===== src/rtl/pong_pkg.sv =====
// Shared constants for the animated Pong graphics path: default geometry,
// colours, FSM encoding and a small span-test helper.
package pong_pkg;

    localparam int DEF_MAX_X       = 640;
    localparam int DEF_MAX_Y       = 480;
    localparam int DEF_WALL_X_L    = 32;
    localparam int DEF_WALL_X_R    = 35;
    localparam int DEF_BAR_X_L     = 600;
    localparam int DEF_BAR_X_R     = 603;
    localparam int DEF_BAR_Y_SIZE  = 72;
    localparam int DEF_BAR_V       = 4;
    localparam int DEF_BALL_SIZE   = 8;
    localparam int DEF_BALL_V      = 2;
    localparam int DEF_HOLD_FRAMES = 60;
    localparam int DEF_RGB_W       = 4;

    localparam logic [3:0] DEF_WALL_RGB  = 4'ha;
    localparam logic [3:0] DEF_BAR_RGB   = 4'h3;
    localparam logic [3:0] DEF_BALL_RGB  = 4'h9;
    localparam logic [3:0] DEF_BG_RGB    = 4'he;
    localparam logic [3:0] DEF_BLANK_RGB = 4'hf;

    typedef enum logic [1:0] {
        ST_PLAY  = 2'd0,
        ST_MISS  = 2'd1,
        ST_SERVE = 2'd2
    } pong_state_e;

    // Inclusive range test on 10-bit screen coordinates.
    function automatic logic in_span(logic [9:0] v, logic [9:0] lo, logic [9:0] hi);
        return (v >= lo) && (v <= hi);
    endfunction

endpackage


===== src/rtl/pong_anim_graph_if.sv =====
// Pixel-side bundle between the sync counter / button inputs and the
// graphics generator outputs.
interface pong_anim_graph_if #(
    parameter int RGB_W = 4
);
    logic             video_on;
    logic [9:0]       pix_x;
    logic [9:0]       pix_y;
    logic [1:0]       btn;
    logic [RGB_W-1:0] graph_rgb;
    logic             hit;
    logic             miss;

    modport master (
        output video_on, pix_x, pix_y, btn,
        input  graph_rgb, hit, miss
    );

    modport slave (
        input  video_on, pix_x, pix_y, btn,
        output graph_rgb, hit, miss
    );
endinterface


===== src/rtl/pong_frame_tick.sv =====
// One-cycle frame pulse on the first cycle the scan reaches (0, MAX_Y);
// holding that position for several cycles still yields a single pulse.
module pong_frame_tick #(
    parameter int MAX_Y = 480
) (
    input  logic       clk,
    input  logic       reset,
    input  logic [9:0] pix_x,
    input  logic [9:0] pix_y,
    output logic       tick
);
    logic match;
    logic match_q;

    assign match = (pix_x == 10'd0) && (pix_y == 10'(MAX_Y));

    always_ff @(posedge clk) begin
        if (reset) match_q <= 1'b0;
        else       match_q <= match;
    end

    assign tick = match & ~match_q;

endmodule


===== src/rtl/pong_anim_graph.sv =====
// Animated Pong object generator: button-driven paddle, bouncing ball with
// miss hold-off and re-serve, and a registered per-pixel colour mux.
module pong_anim_graph
    import pong_pkg::*;
#(
    parameter int MAX_X       = DEF_MAX_X,
    parameter int MAX_Y       = DEF_MAX_Y,
    parameter int WALL_X_L    = DEF_WALL_X_L,
    parameter int WALL_X_R    = DEF_WALL_X_R,
    parameter int BAR_X_L     = DEF_BAR_X_L,
    parameter int BAR_X_R     = DEF_BAR_X_R,
    parameter int BAR_Y_SIZE  = DEF_BAR_Y_SIZE,
    parameter int BAR_V       = DEF_BAR_V,
    parameter int BALL_SIZE   = DEF_BALL_SIZE,
    parameter int BALL_V      = DEF_BALL_V,
    parameter int HOLD_FRAMES = DEF_HOLD_FRAMES,
    parameter int RGB_W       = DEF_RGB_W,
    parameter logic [RGB_W-1:0] WALL_RGB  = RGB_W'(DEF_WALL_RGB),
    parameter logic [RGB_W-1:0] BAR_RGB   = RGB_W'(DEF_BAR_RGB),
    parameter logic [RGB_W-1:0] BALL_RGB  = RGB_W'(DEF_BALL_RGB),
    parameter logic [RGB_W-1:0] BG_RGB    = RGB_W'(DEF_BG_RGB),
    parameter logic [RGB_W-1:0] BLANK_RGB = RGB_W'(DEF_BLANK_RGB)
) (
    input logic              clk,
    input logic              reset,
    pong_anim_graph_if.slave bus
);
    localparam int HW = $clog2(HOLD_FRAMES + 1);

    localparam logic [9:0]    BAR_INIT      = 10'(MAX_Y / 2 - BAR_Y_SIZE / 2);
    localparam logic [9:0]    BALL_X0       = 10'(MAX_X / 2);
    localparam logic [9:0]    BALL_Y0       = 10'(MAX_Y / 2);
    localparam logic [9:0]    BAR_H1        = 10'(BAR_Y_SIZE - 1);
    localparam logic [9:0]    BALL_S1       = 10'(BALL_SIZE - 1);
    localparam logic [9:0]    BAR_STEP      = 10'(BAR_V);
    localparam logic [9:0]    BALL_STEP     = 10'(BALL_V);
    localparam logic [9:0]    BAR_DN_LIM    = 10'(MAX_Y - 1 - BAR_V);
    localparam logic [9:0]    BALL_BOT_LIM  = 10'(MAX_Y - 1 - BALL_V);
    localparam logic [9:0]    BALL_WALL_LIM = 10'(WALL_X_R + BALL_V);
    localparam logic [9:0]    BALL_MISS_LIM = 10'(BAR_X_R + BALL_V);
    localparam logic [9:0]    WALL_L        = 10'(WALL_X_L);
    localparam logic [9:0]    WALL_R        = 10'(WALL_X_R);
    localparam logic [9:0]    BAR_L         = 10'(BAR_X_L);
    localparam logic [9:0]    BAR_R         = 10'(BAR_X_R);
    localparam logic [HW-1:0] HOLD_LAST     = HW'(HOLD_FRAMES - 1);

    pong_state_e      state_q, state_d;
    logic [HW-1:0]    hold_q;
    logic [9:0]       bar_y_t, bar_y_b;
    logic [9:0]       ball_x, ball_y, ball_r, ball_b;
    logic             ball_dx, ball_dy;
    logic             tick;
    logic             dx_n, dy_n, hit_c, miss_c;
    logic [9:0]       x_n, y_n;
    logic             ball_en, ball_step, ball_load, hold_inc;
    logic             wall_on, bar_on, ball_on;
    logic [RGB_W-1:0] rgb_d, rgb_q;

    pong_frame_tick #(.MAX_Y(MAX_Y)) u_tick (
        .clk   (clk),
        .reset (reset),
        .pix_x (bus.pix_x),
        .pix_y (bus.pix_y),
        .tick  (tick)
    );

    assign bar_y_b = bar_y_t + BAR_H1;
    assign ball_r  = ball_x + BALL_S1;
    assign ball_b  = ball_y + BALL_S1;

    // Reflect from the current position first, then step along the new
    // direction, so the ball can never leave the screen.
    always_comb begin
        dx_n   = ball_dx;
        dy_n   = ball_dy;
        hit_c  = 1'b0;
        miss_c = 1'b0;
        if (ball_y <= BALL_STEP)         dy_n = 1'b1;
        else if (ball_b >= BALL_BOT_LIM) dy_n = 1'b0;
        if (ball_x <= BALL_WALL_LIM)     dx_n = 1'b1;
        if (in_span(ball_r, BAR_L, BAR_R) && (ball_y <= bar_y_b) &&
            (ball_b >= bar_y_t) && ball_dx) begin
            dx_n  = 1'b0;
            hit_c = 1'b1;
        end else if (ball_r > BALL_MISS_LIM) begin
            miss_c = 1'b1;
        end
        x_n = dx_n ? ball_x + BALL_STEP : ball_x - BALL_STEP;
        y_n = dy_n ? ball_y + BALL_STEP : ball_y - BALL_STEP;
    end

    always_ff @(posedge clk) begin
        if (reset) state_q <= ST_PLAY;
        else       state_q <= state_d;
    end

    // MISS lasts exactly HOLD_FRAMES ticks: the last one moves to SERVE.
    always_comb begin
        state_d = state_q;
        unique case (state_q)
            ST_PLAY:  if (tick && miss_c)              state_d = ST_MISS;
            ST_MISS:  if (tick && hold_q == HOLD_LAST) state_d = ST_SERVE;
            ST_SERVE: state_d = ST_PLAY;
            default:  state_d = ST_PLAY;
        endcase
    end

    always_comb begin
        ball_en   = 1'b0;
        ball_step = 1'b0;
        ball_load = 1'b0;
        hold_inc  = 1'b0;
        unique case (state_q)
            ST_PLAY: begin
                ball_en   = 1'b1;
                ball_step = tick;
            end
            ST_MISS:  hold_inc  = tick && (hold_q != HOLD_LAST);
            ST_SERVE: ball_load = 1'b1;
            default: ;
        endcase
    end

    always_ff @(posedge clk) begin
        if (reset) begin
            bar_y_t <= BAR_INIT;
            ball_x  <= BALL_X0;
            ball_y  <= BALL_Y0;
            ball_dx <= 1'b1;
            ball_dy <= 1'b1;
            hold_q  <= '0;
        end else begin
            if (tick) begin
                if (bus.btn == 2'b01 && bar_y_b < BAR_DN_LIM)
                    bar_y_t <= bar_y_t + BAR_STEP;
                else if (bus.btn == 2'b10 && bar_y_t > BAR_STEP)
                    bar_y_t <= bar_y_t - BAR_STEP;
            end
            if (ball_load) begin
                ball_x  <= BALL_X0;
                ball_y  <= BALL_Y0;
                ball_dx <= 1'b1;
                ball_dy <= 1'b1;
            end else if (ball_step) begin
                ball_x  <= x_n;
                ball_y  <= y_n;
                ball_dx <= dx_n;
                ball_dy <= dy_n;
            end
            if (ball_load)     hold_q <= '0;
            else if (hold_inc) hold_q <= hold_q + HW'(1);
        end
    end

    assign bus.hit  = ball_step & hit_c & ~reset;
    assign bus.miss = ball_step & miss_c & ~reset;

    assign wall_on = in_span(bus.pix_x, WALL_L, WALL_R);
    assign bar_on  = in_span(bus.pix_x, BAR_L, BAR_R) && in_span(bus.pix_y, bar_y_t, bar_y_b);
    assign ball_on = ball_en && in_span(bus.pix_x, ball_x, ball_r) &&
                     in_span(bus.pix_y, ball_y, ball_b);

    always_comb begin
        rgb_d = BG_RGB;
        if (!bus.video_on) rgb_d = BLANK_RGB;
        else if (wall_on)  rgb_d = WALL_RGB;
        else if (bar_on)   rgb_d = BAR_RGB;
        else if (ball_on)  rgb_d = BALL_RGB;
    end

    always_ff @(posedge clk) begin
        if (reset) rgb_q <= BLANK_RGB;
        else       rgb_q <= rgb_d;
    end

    assign bus.graph_rgb = rgb_q;

endmodule


===== src/flat_wrapper.sv =====
// flat-port wrapper written by rule: the top's interface ports become plain ports
module pong_anim_graph_flat import pong_pkg::*;
#(
    parameter int MAX_X       = DEF_MAX_X,
    parameter int MAX_Y       = DEF_MAX_Y,
    parameter int WALL_X_L    = DEF_WALL_X_L,
    parameter int WALL_X_R    = DEF_WALL_X_R,
    parameter int BAR_X_L     = DEF_BAR_X_L,
    parameter int BAR_X_R     = DEF_BAR_X_R,
    parameter int BAR_Y_SIZE  = DEF_BAR_Y_SIZE,
    parameter int BAR_V       = DEF_BAR_V,
    parameter int BALL_SIZE   = DEF_BALL_SIZE,
    parameter int BALL_V      = DEF_BALL_V,
    parameter int HOLD_FRAMES = DEF_HOLD_FRAMES,
    parameter int RGB_W       = DEF_RGB_W,
    parameter logic [RGB_W-1:0] WALL_RGB  = RGB_W'(DEF_WALL_RGB),
    parameter logic [RGB_W-1:0] BAR_RGB   = RGB_W'(DEF_BAR_RGB),
    parameter logic [RGB_W-1:0] BALL_RGB  = RGB_W'(DEF_BALL_RGB),
    parameter logic [RGB_W-1:0] BG_RGB    = RGB_W'(DEF_BG_RGB),
    parameter logic [RGB_W-1:0] BLANK_RGB = RGB_W'(DEF_BLANK_RGB)
)
  (clk, reset, bus_video_on, bus_pix_x, bus_pix_y, bus_btn, bus_graph_rgb, bus_hit, bus_miss);
  pong_anim_graph_if #(.RGB_W(RGB_W)) bus_i ();
  input logic clk;
  input logic reset;
  input wire logic [$bits(bus_i.video_on)-1:0] bus_video_on;
  input wire logic [$bits(bus_i.pix_x)-1:0] bus_pix_x;
  input wire logic [$bits(bus_i.pix_y)-1:0] bus_pix_y;
  input wire logic [$bits(bus_i.btn)-1:0] bus_btn;
  output wire logic [$bits(bus_i.graph_rgb)-1:0] bus_graph_rgb;
  output wire logic [$bits(bus_i.hit)-1:0] bus_hit;
  output wire logic [$bits(bus_i.miss)-1:0] bus_miss;
  assign bus_i.video_on = bus_video_on;
  assign bus_i.pix_x = bus_pix_x;
  assign bus_i.pix_y = bus_pix_y;
  assign bus_i.btn = bus_btn;
  assign bus_graph_rgb = bus_i.graph_rgb;
  assign bus_hit = bus_i.hit;
  assign bus_miss = bus_i.miss;
  pong_anim_graph #(.MAX_X(MAX_X), .MAX_Y(MAX_Y), .WALL_X_L(WALL_X_L), .WALL_X_R(WALL_X_R), .BAR_X_L(BAR_X_L), .BAR_X_R(BAR_X_R), .BAR_Y_SIZE(BAR_Y_SIZE), .BAR_V(BAR_V), .BALL_SIZE(BALL_SIZE), .BALL_V(BALL_V), .HOLD_FRAMES(HOLD_FRAMES), .RGB_W(RGB_W), .WALL_RGB(WALL_RGB), .BAR_RGB(BAR_RGB), .BALL_RGB(BALL_RGB), .BG_RGB(BG_RGB), .BLANK_RGB(BLANK_RGB)) u_core (.clk(clk), .reset(reset), .bus(bus_i));
endmodule

===== config.mk =====
export PLATFORM = sky130hd
export DESIGN_NAME = pong_anim_graph_flat
export DESIGN_NICKNAME = d
export VERILOG_FILES = /design/src/rtl/pong_pkg.sv /design/src/rtl/pong_anim_graph_if.sv /design/src/rtl/pong_frame_tick.sv /design/src/rtl/pong_anim_graph.sv /design/src/flat_wrapper.sv
export SDC_FILE = /design/constraint.sdc
export NUM_CORES = 1
export LEC_CHECK = 0
export CAP_MARGIN = 10
export CORE_UTILIZATION = 25
export CTS_CLUSTER_SIZE = 24
export DETAILED_ROUTE_END_ITERATION = 10
export SYNTH_ARGS = -nofsm -noshare
export SYNTH_HDL_FRONTEND = slang
export SYNTH_SLANG_ARGS = --single-unit

===== constraint.sdc =====
create_clock -name clk -period 4.6 [get_ports clk]
set_input_delay 0.46 -clock clk [delete_from_list [all_inputs] [get_ports clk]]
set_output_delay 0.46 -clock clk [all_outputs]
set_load 0.02 [all_outputs]

==> impl_metrics.yaml <==
synth:
  async_flop_share: 0
  syn-num-nets: 694
  ys_ff_latch: 41
  synthesis.area_um2: 4680
  synth-edff-count: 0
  synthCells: 585
  synth_warnings: 0
  seq_area_frac_synth: 0.175
  yosysUniqueCellTypes: 67
  syn_area_per_cell_um2: 8.00
  synth_flop_cell: "dfxtp_1"
power_and_ir_drop:
  p_per_area_nw_per_um2: 158
  power.total_mw: 0.888
  p_leak_nw: 2.38
  peakVddDrop_mv: 0.115
setup_path:
  regToRegSetupSlack_ns: 0.32
  critPathMaxStageDelay_ns: 0.51
  path_cells: "inv_1 -> ha_1 -> nand3b_1 -> nor2_1 -> xnor2_1 -> ha_1 -> a2111oi_2 -> nand2_1 -> o221a_2 -> a31o_2 -> ha_1 -> a21o_1 -> a21oi_2 -> o21bai_1 -> a2111oi_2 -> or4_1 -> mux2i_1 -> mux2i_1"
  crit_start: "u_core.ball_y[1]"
  crit_type: "reg2reg"
  crit_arrival_ns: 4.51
  cp_top_family: "compound AO/OA/AOI/OAI gates"
  crit_required_ns: 4.83
  end_kind: "register"
  r2r-start: "u_core.ball_y[1]"
  reg2reg_depth: 18
  cp_common_cell: "ha_1"
  crit_buf_inv: 1
  startpoint_type: "register"
  critical-path-slowest-cell: "or4_1"
  r2r-end: "u_core.ball_x[9]"
  cp_max_fo: 6
floorplan:
  floorplan.initialDensity: 0.258
  coreArea_um2: 18100
  die_y_um: 139
  die_area_um2: 19300
  placementRows: 49
  io_pins: 31
  die_x_um: 139
flow_run:
  cap_violations: 0
route:
  drcViolationCount: 4
  ant_nets: 0
  drt_iter0_drc: 331
  dr.pass1.iters: 8
  vias: 4464
  wl_um: 13300
  viasPerCell: 5.17
  wl_per_cell_um: 15.4
sta:
  fin_crit_ns: 4.28
  clock_skew_ns: 0.00513
  max-slew-margin-rel: 0.428
  setup_tns_ns: 0
  finalCritPeriodShare: 0.930
  tightest_slew_ns: 0.858
  hold_violations: 0
  finalSetupViolCount: 0
  drv_slew: 0
  whs_ns: 0.500
  fmax_ghz: 0.234
clock_tree:
  cts_max_level: 2
  clockBufferDepth: 2
  insertion_delay_ns: 0.30
  cts.sinks: 41
  cts_root_buffer: "clkbuf_16"
  cts_tree: "done"
  numCtsBuffers: 5
  clkTransAtPathRegs_ns: 0.07
layout:
  antenna_cells: 0
  multi_input_area_um2: 3600
  layout_commonest_cell: "ha_1"
  nets: 743
  mostFrequentLayoutCells: "ha_1 (83), inv_1 (48), nand2_1 (41), dfxtp_1 (41), nor2_1 (40)"
  finish.instance_area_um2: 5610
  regArea_um2: 821
  drive_above_1_share: 0.109
  layoutNonFillerInstCount: 864
  fill_cells: 1948
  area_growth_pct: 19.9
global_route:
  antenna_found_initial: 0
  grt_max_degree: 20
  grt_pass1_wl_um: 21800
  grt-ovfl-total: 0
  grt_pass1_vias: 4177
  gr-usage-all-layers: 0.142
place:
  place_congestion: 0.891
  place_area_um2: 5420
  dp.cells: 856
  port_buffers: 30
  hpwl_um: 10600
min_path:
  whs_path_depth: 2
  min_from: "u_core.ball_dy"
  min_delay_worst_endpoint: "u_core.ball_dy"
  hp-class: "reg2reg"
status:
  violations: "design-rule violations"
  status: "finished, violations left"
==> layout make-up <==
class	count	area share
Sequential cell	41	0.146
Inverter	48	0.0321
Clock buffer	5	0.0223
Timing Repair Buffer	63	0.0977
Multi-Input combinational cell	475	0.643
Clock inverter	3	0.00781
Tap cell	229	0.0511
==> where the power goes <==
group	leakage, nW	switching (mW)	internal (mW)
clock network	0.0842	0.170	0.258
registers	0.331	0.000146	0.355
logic	1.97	0.0552	0.0491
==> layer usage <==
metal | share of wire | up-vias | wire (um) | track usage
li1 | - | 2262 | - | -
met1 | 0.49 | 2081 | 6550 | 0.194
met2 | 0.45 | 100 | 5950 | 0.225
met3 | 0.040 | 21 | 533 | 0.0197
met4 | 0.023 | 0 | 304 | 0.0538
met5 | 0 | - | 0 | 0
==> worst max-delay path by stage <==
stage	endpoint	depth (start not counted)	slack (ns)
after floorplan	u_core.ball_x[9]	19	0.01
after global placement	u_core.ball_x[9]	18	0.20
after detailed placement	u_core.ball_x[9]	18	0.11
after CTS	u_core.ball_x[9]	18	0.09
after global routing	u_core.ball_x[9]	18	-0.01
final	u_core.ball_x[9]	18	0.32
==> synthesized netlist by cell type, types with 3 or more instances <==
cell | number | area share
ha_1 | 83 | 0.22
inv_1 | 48 | 0.039
dfxtp_1 | 41 | 0.18
nand2_1 | 41 | 0.033
nor2_1 | 40 | 0.032
a21oi_1 | 33 | 0.035
xnor2_1 | 28 | 0.052
o21ai_0 | 26 | 0.028
nand3_1 | 23 | 0.025
a21o_1 | 18 | 0.029
nand4_1 | 18 | 0.024
clkbuf_1 | 14 | 0.011
nor3_1 | 11 | 0.012
a211oi_1 | 10 | 0.016
o211ai_1 | 9 | 0.014
mux2_2 | 8 | 0.019
mux2i_1 | 7 | 0.015
nand2b_1 | 7 | 0.0094
nor4_1 | 7 | 0.0094
or3_1 | 7 | 0.0094
or4_1 | 7 | 0.011
xor2_1 | 7 | 0.013
buf_2 | 6 | 0.0064
o31ai_1 | 6 | 0.0096
nand3b_1 | 5 | 0.0080
o2111ai_1 | 5 | 0.0094
a2111oi_0 | 4 | 0.0075
and3_1 | 4 | 0.0053
a21boi_0 | 3 | 0.0048
nor2b_1 | 3 | 0.0040
nor3b_1 | 3 | 0.0048
o21a_1 | 3 | 0.0048
or3_2 | 3 | 0.0048
==> cells by family after synthesis <==
| group | after synthesis | share of synthesized area |
|---|---|---|
| multiplexers | 15 | 0.0342 |
| adder cells (fa/ha/maj) | 85 | 0.228 |
| buffers and inverters | 69 | 0.0591 |
| XOR/XNOR | 36 | 0.0703 |
| AND/OR/NAND/NOR | 194 | 0.220 |
| AO/OA/AOI/OAI | 145 | 0.213 |
| flip-flops | 41 | 0.175 |
==> state kept, by name, summed over array words and instances (netlist names) <==
name and flops:
u_core.bus.graph_rgb 4, u_core.hold_q 6, u_core.ball_dx 1, u_core.state_q 2, u_core.bar_y_t 8, u_core.ball_y 9
u_core.ball_x 9, u_core.u_tick.match_q 1, u_core.ball_dy 1
==> through the flow <==
step	utilization	setup WS (ns)
2_1_floorplan	-	0.0144
3_3_place_gp	0.299	0.196
3_5_place_dp	0.299	0.114
4_1_cts	0.308	0.0948
5_1_grt	0.309	-0.0126
6_report	0.309	0.323
==> timing repair <==
action,4_1_cts,5_1_grt
hold buffers,0,0
setup buffers,0,0
setup endpoints to repair,0,1
gates resized for setup,0,6
==> tightest hold or removal path: cells and delay by family, from the launching register on <==
family / cells / cell delay (ns)
DFF: 1 / 0.33
and+or+nand+nor: 2 / 0.12
No activity file was read; power rests on OpenSTA's default activity.
==> RTL change 1: new RTL, same flow settings <==
Set the package constant `DEF_RGB_W` to 6 (it was 4).
--- a/src/rtl/pong_pkg.sv
+++ b/src/rtl/pong_pkg.sv
@@ -13,7 +13,7 @@
     localparam int DEF_BALL_SIZE   = 8;
     localparam int DEF_BALL_V      = 2;
     localparam int DEF_HOLD_FRAMES = 60;
-    localparam int DEF_RGB_W       = 4;
+    localparam int DEF_RGB_W       = 6;
 
     localparam logic [3:0] DEF_WALL_RGB  = 4'ha;
     localparam logic [3:0] DEF_BAR_RGB   = 4'h3;
Ports: changed (resized bus_graph_rgb); port bits go from 31 to 33. The function was not compared with the original's and may differ.
==> RTL change 1 against the original RTL <==
Count of clock-buffer cells in the layout grew 2. Worst setup slack got worse by 68 ps. Power is 0.48% lower. Worst hold slack better by 23 ps. Fmax down 1.6%. Critical endpoint unchanged. Final cell count up 0.35%. Wire length decreased by 0.24%. Sequential cell count did not move. Area after synthesis is 2.0% higher. Clock power is 2% lower. Largest cell class unchanged. Final area up 0.76%.
==> RTL change 1: results (changes against the original RTL) <==
DR vias: 4390 (was 4464)
Most frequent cells after synthesis: 83 x ha_1, 51 x inv_1, 45 x nand2_1 (was 83 x ha_1, 48 x inv_1, 41 x dfxtp_1, 41 x nand2_1, 40 x nor2_1)
Met3 wire length: 553 um (was 533 um)
Met2 Resource Use GR: 0.230 (was 0.225)
Number of fill cells in the layout: 1981 (was 1948)
Worst Reg-to-Reg Cells: 20 (was 18)
Worst Hold Path EP: u_core.hold_q[5] (was u_core.ball_dy)
First-pass GRT wire length: 21500 um (was 21800 um)
Avg Cell Area, Syn: 8.04 um^2 (was 8.00 um^2)
Placed insts: 858 (was 856)
Total Nets Final: 741 (was 743)
Min Tclk post-route: 4350 ps (was 4280 ps)
Number of global-route vias before repair: 4197 (was 4177)
LEAKAGE: 2.43 nW (was 2.38 nW)
Largest cells by area after synthesis: ha_1 22%, dfxtp_1 17%, xnor2_1 5.9% (was ha_1 22%, dfxtp_1 18%, xnor2_1 5.2%)
Worst Max-Slew Pin Slew: 896 ps (was 858 ps)
Pre-CTS setup slack: 20.7 ps (was 114 ps)
Switching power total: 0.000207 W (was 0.000226 W)
Clock share of power: 0.475 (was 0.482)
Post-DP HPWL: 10600 um (about the same)
Ratio of cells with drive above 1 in the final layout: 0.101 (was 0.109)
Met1 wire length: 6470 um (was 6550 um)
Crit path DAT: 4570 ps (was 4510 ps)
TritonRoute pass-1 iters: 5 (was 8)
Placed cell area: 5430 um^2 (was 5420 um^2)
Gr usage total: 0.139 (was 0.142)
Status: finished, final reports clean (was finished, violations left)
Worst Skew: 3.64 ps (was 5.13 ps)
Synth cell types: 76 (was 67)
Gpl congestion: 0.830 (was 0.891)
Sequential area share after synthesis: 0.172 (was 0.175)
Met2 WL post-DR: 6090 um (was 5950 um)
RTL change 1: repair_timing:
action,CTS,global route
setup buffers,0,1
resized for setup,0,10
setup endpoints to repair,0,2
RTL change 1: area by class of cell:
| cell class | instances | area, um^2 | area share |
|---|---|---|---|
| multi-input combinational | 476 | 3670 | 0.650 |
| sequential | 41 | 825 | 0.146 |
| clock inverter | 1 | 30.0 | 0.00531 |
| timing repair buffer | 56 | 495 | 0.0877 |
| inverter | 52 | 195 | 0.0345 |
| tap | 234 | 293 | 0.0518 |
| clock buffer | 7 | 143 | 0.0252 |
RTL change 1: worst max-delay path: stages, from the launching register on:
cell,delay [ps]
dfxtp_2,330
inv_1,60
ha_1,200
nand3b_1,230
or3_1,430
nand2_1,120
ha_1,140
o21a_1,110
nor2_1,30
a2111oi_0,400
o221a_2,320
a31oi_2,110
inv_2,140
fa_2,240
a21o_1,130
a21oi_2,70
o21bai_2,200
a2111oi_4,110
or4_1,500
mux2i_1,180
mux2i_1,200
RTL change 1: cells by family (layout without fill, tap and decap cells):
family          count (synthesis)  after routing  share of synthesized area
compound gates                140            140                      0.204
xor+xnor                       40             40                     0.0763
fa+ha+maj                      85             85                      0.224
buf+inv                        78            116                     0.0708
flops                          41             41                      0.172
mux                            16             16                     0.0356
other cells                     1              2                   0.000785
simple gates                  193            193                      0.216
RTL change 1: worst max path at each step:
| stage | from | end |
|---|---|---|
| final | u_core.ball_y[1] | u_core.ball_x[9] |
| after floorplan | u_core.ball_y[2] | u_core.ball_x[9] |
| after CTS | u_core.ball_y[1] | u_core.ball_x[9] |
| after global routing | u_core.ball_y[1] | u_core.ball_x[9] |
| after detailed placement | u_core.ball_y[1] | u_core.ball_x[9] |
| after global placement | u_core.ball_y[1] | u_core.ball_x[9] |
==> RTL change 2: new RTL, config.mk and constraints unchanged <==
Without the edit above. Encoding of `pong_state_e`: now one-hot (3 bits for 3 states).
--- a/src/rtl/pong_pkg.sv
+++ b/src/rtl/pong_pkg.sv
@@ -21,10 +21,10 @@
     localparam logic [3:0] DEF_BG_RGB    = 4'he;
     localparam logic [3:0] DEF_BLANK_RGB = 4'hf;
 
-    typedef enum logic [1:0] {
-        ST_PLAY  = 2'd0,
-        ST_MISS  = 2'd1,
-        ST_SERVE = 2'd2
+    typedef enum logic [2:0] {
+        ST_PLAY  = 3'b001,
+        ST_MISS  = 3'b010,
+        ST_SERVE = 3'b100
     } pong_state_e;
 
     // Inclusive range test on 10-bit screen coordinates.
Check against the original RTL: same outputs for any inputs over 10 cycles, from zero or initial values and one cycle with reset high; not proved beyond that.
==> RTL change 2 against the original RTL <==
Area after synthesis is 5.3% higher. Wire length is 2.1% higher. Sequential cell count is 1 higher. Final area is 3.0% higher. Clock skew is 2.0 ps higher. Worst setup slack worse by 33 ps. Power is 3.2% higher. Die area is 5.2% higher. Critical path type unchanged.
==> RTL change 2: results (changes against the original RTL) <==
Total Nets Final: 751 (was 743)
Crit path DAT: 4470 ps (was 4510 ps)
Post-Route WL: 13600 um (was 13300 um)
Ratio of cells with drive above 1 in the final layout: 0.106 (was 0.109)
Antenna cells: 0 (unchanged)
Max transition margin: 0.516 (was 0.428)
Fin Setup TNS: 0 ps (unchanged)
Largest cells by area after synthesis: ha_1 21%, dfxtp_1 17%, xnor2_1 5.0% (was ha_1 22%, dfxtp_1 18%, xnor2_1 5.2%)
H-tree depth: 2 (unchanged)
Gr busiest metal: met2 (unchanged)
Worst stage delay on the critical path: 390 ps (was 510 ps)
Max IR drop VDD: 106 uV (was 115 uV)
Most frequent cells after synthesis: 83 x ha_1, 43 x nand2_1, 42 x dfxtp_1 (was 83 x ha_1, 48 x inv_1, 41 x dfxtp_1, 41 x nand2_1, 40 x nor2_1)
Largest net degree at the start of global routing: 19 (was 20)
Post-DP HPWL: 11100 um (was 10600 um)
Gpl congestion: 0.894 (was 0.891)
Grt met1 use: 0.197 (was 0.194)
Post-CTS Setup Bufs: 0 (unchanged)
Initial antenna violation count: 0 (unchanged)
Met2 Resource Use GR: 0.224 (was 0.225)
Number of global-route vias before repair: 4245 (was 4177)
DR iter-0 viols: 296 (was 331)
Vias per inst: 4.99 (was 5.17)
TritonRoute pass-1 iters: 4 (was 8)
Largest fanout on the critical path: 5 (was 6)
CP max-delay cell: or4_1 (unchanged)
Gr usage total: 0.140 (was 0.142)
LEAKAGE: 2.32 nW (was 2.38 nW)
Synth cell types: 80 (was 67)
Crit-path leading delay family: simple AND/OR/NAND/NOR gates (was compound AO/OA/AOI/OAI gates)
Status: finished, final reports clean (was finished, violations left)
Largest regs: u_core.ball_x: 9 flops, u_core.ball_y: 9 flops, u_core.bar_y_t: 8 flops (unchanged)
First-pass GRT wire length: 22400 um (was 21800 um)
Port-buffer cells: 30 (unchanged)
Syn nets: 715 (was 694)
GR Util met3: 0.0188 (was 0.0197)
Sequential area share after synthesis: 0.171 (was 0.175)
Worst Skew: 7.12 ps (was 5.13 ps)
-- RTL change 2: cell count changes after synthesis, sizes merged, moves of 7 or more --
cell	before	now
a21o	19	12
buf	6	16
nor2b	3	10
mux2	8	0
a31oi	0	9
nor3	11	19
-- RTL change 2: final timing paths --
check / cells past startpoint / slack (ps) / startpoint / to
worst max-delay path: 19 / 290 / u_core.ball_y[2] / u_core.ball_x[8]
worst min-delay path: 2 / 510 / u_core.hold_q[5] / u_core.hold_q[5]
worst max register to register: 19 / 290 / u_core.ball_y[2] / u_core.ball_x[8]
worst min register to register: 2 / 510 / u_core.hold_q[5] / u_core.hold_q[5]
-- RTL change 2: stage by stage --
stage	worst slack (ps)	power [W]	std cells	instance area (um^2)	util
floorplan	115	0.000453	606	4930	-
global placement	226	0.000514	895	5590	0.294
detailed placement	105	0.000517	895	5590	0.294
CTS	66.9	0.000927	903	5750	0.303
global route	12.9	0.000955	903	5780	0.304
finish	289	0.000916	903	5780	0.304
-- RTL change 2: worst register-to-register path, stage by stage, from the launching register on --
cell and delay, ps:
dfxtp_1 320, inv_1 70, ha_1 180, nand3b_1 230
nor2_1 170, xnor2_1 210, ha_1 310, a2111oi_1 380
o21ai_1 160, and4b_4 230, or2_4 260, ha_1 290
a21o_1 190, a21oi_2 180, nor2b_1 70, o21a_1 170
or4_1 390, o311ai_0 120, xor2_1 180, o211ai_1 90
-- RTL change 2: timing repair --
item	4_1_cts	5_1_grt
endpoints found under the setup margin	0	2
gates resized for setup	0	9
hold buffers	0	0
-- RTL change 2: per-layer routing --
metal | part of all wire | up-vias
met1 | 0.50 | 2097
met4 | 0.013 | 0
met3 | 0.044 | 12
met5 | 0 | -
li1 | - | 2322
met2 | 0.44 | 76
-- RTL change 2: layout make-up --
type | count | area (um^2)
Clock inverter | 3 | 40.0
Tap cell | 260 | 325
Timing Repair Buffer | 55 | 488
Clock buffer | 5 | 125
Inverter | 42 | 158
Fill cell | 2037 | 13200
Multi-Input combinational cell | 496 | 3800
Sequential cell | 42 | 843
-- RTL change 2: power breakdown --
group	total (W)	internal, W	switching (W)	leakage (nW)
clock network	0.000408	0.000254	0.000154	0.0836
logic	0.000142	0.0000634	0.0000789	1.90
registers	0.000366	0.000365	0.000000739	0.338
-- RTL change 2: cell families after synthesis --
logic type / synth area share
flops: 0.171
simple gates: 0.253
buf+inv: 0.0625
compound gates: 0.217
xor+xnor: 0.0719
mux: 0.0102
fa+ha+maj: 0.215
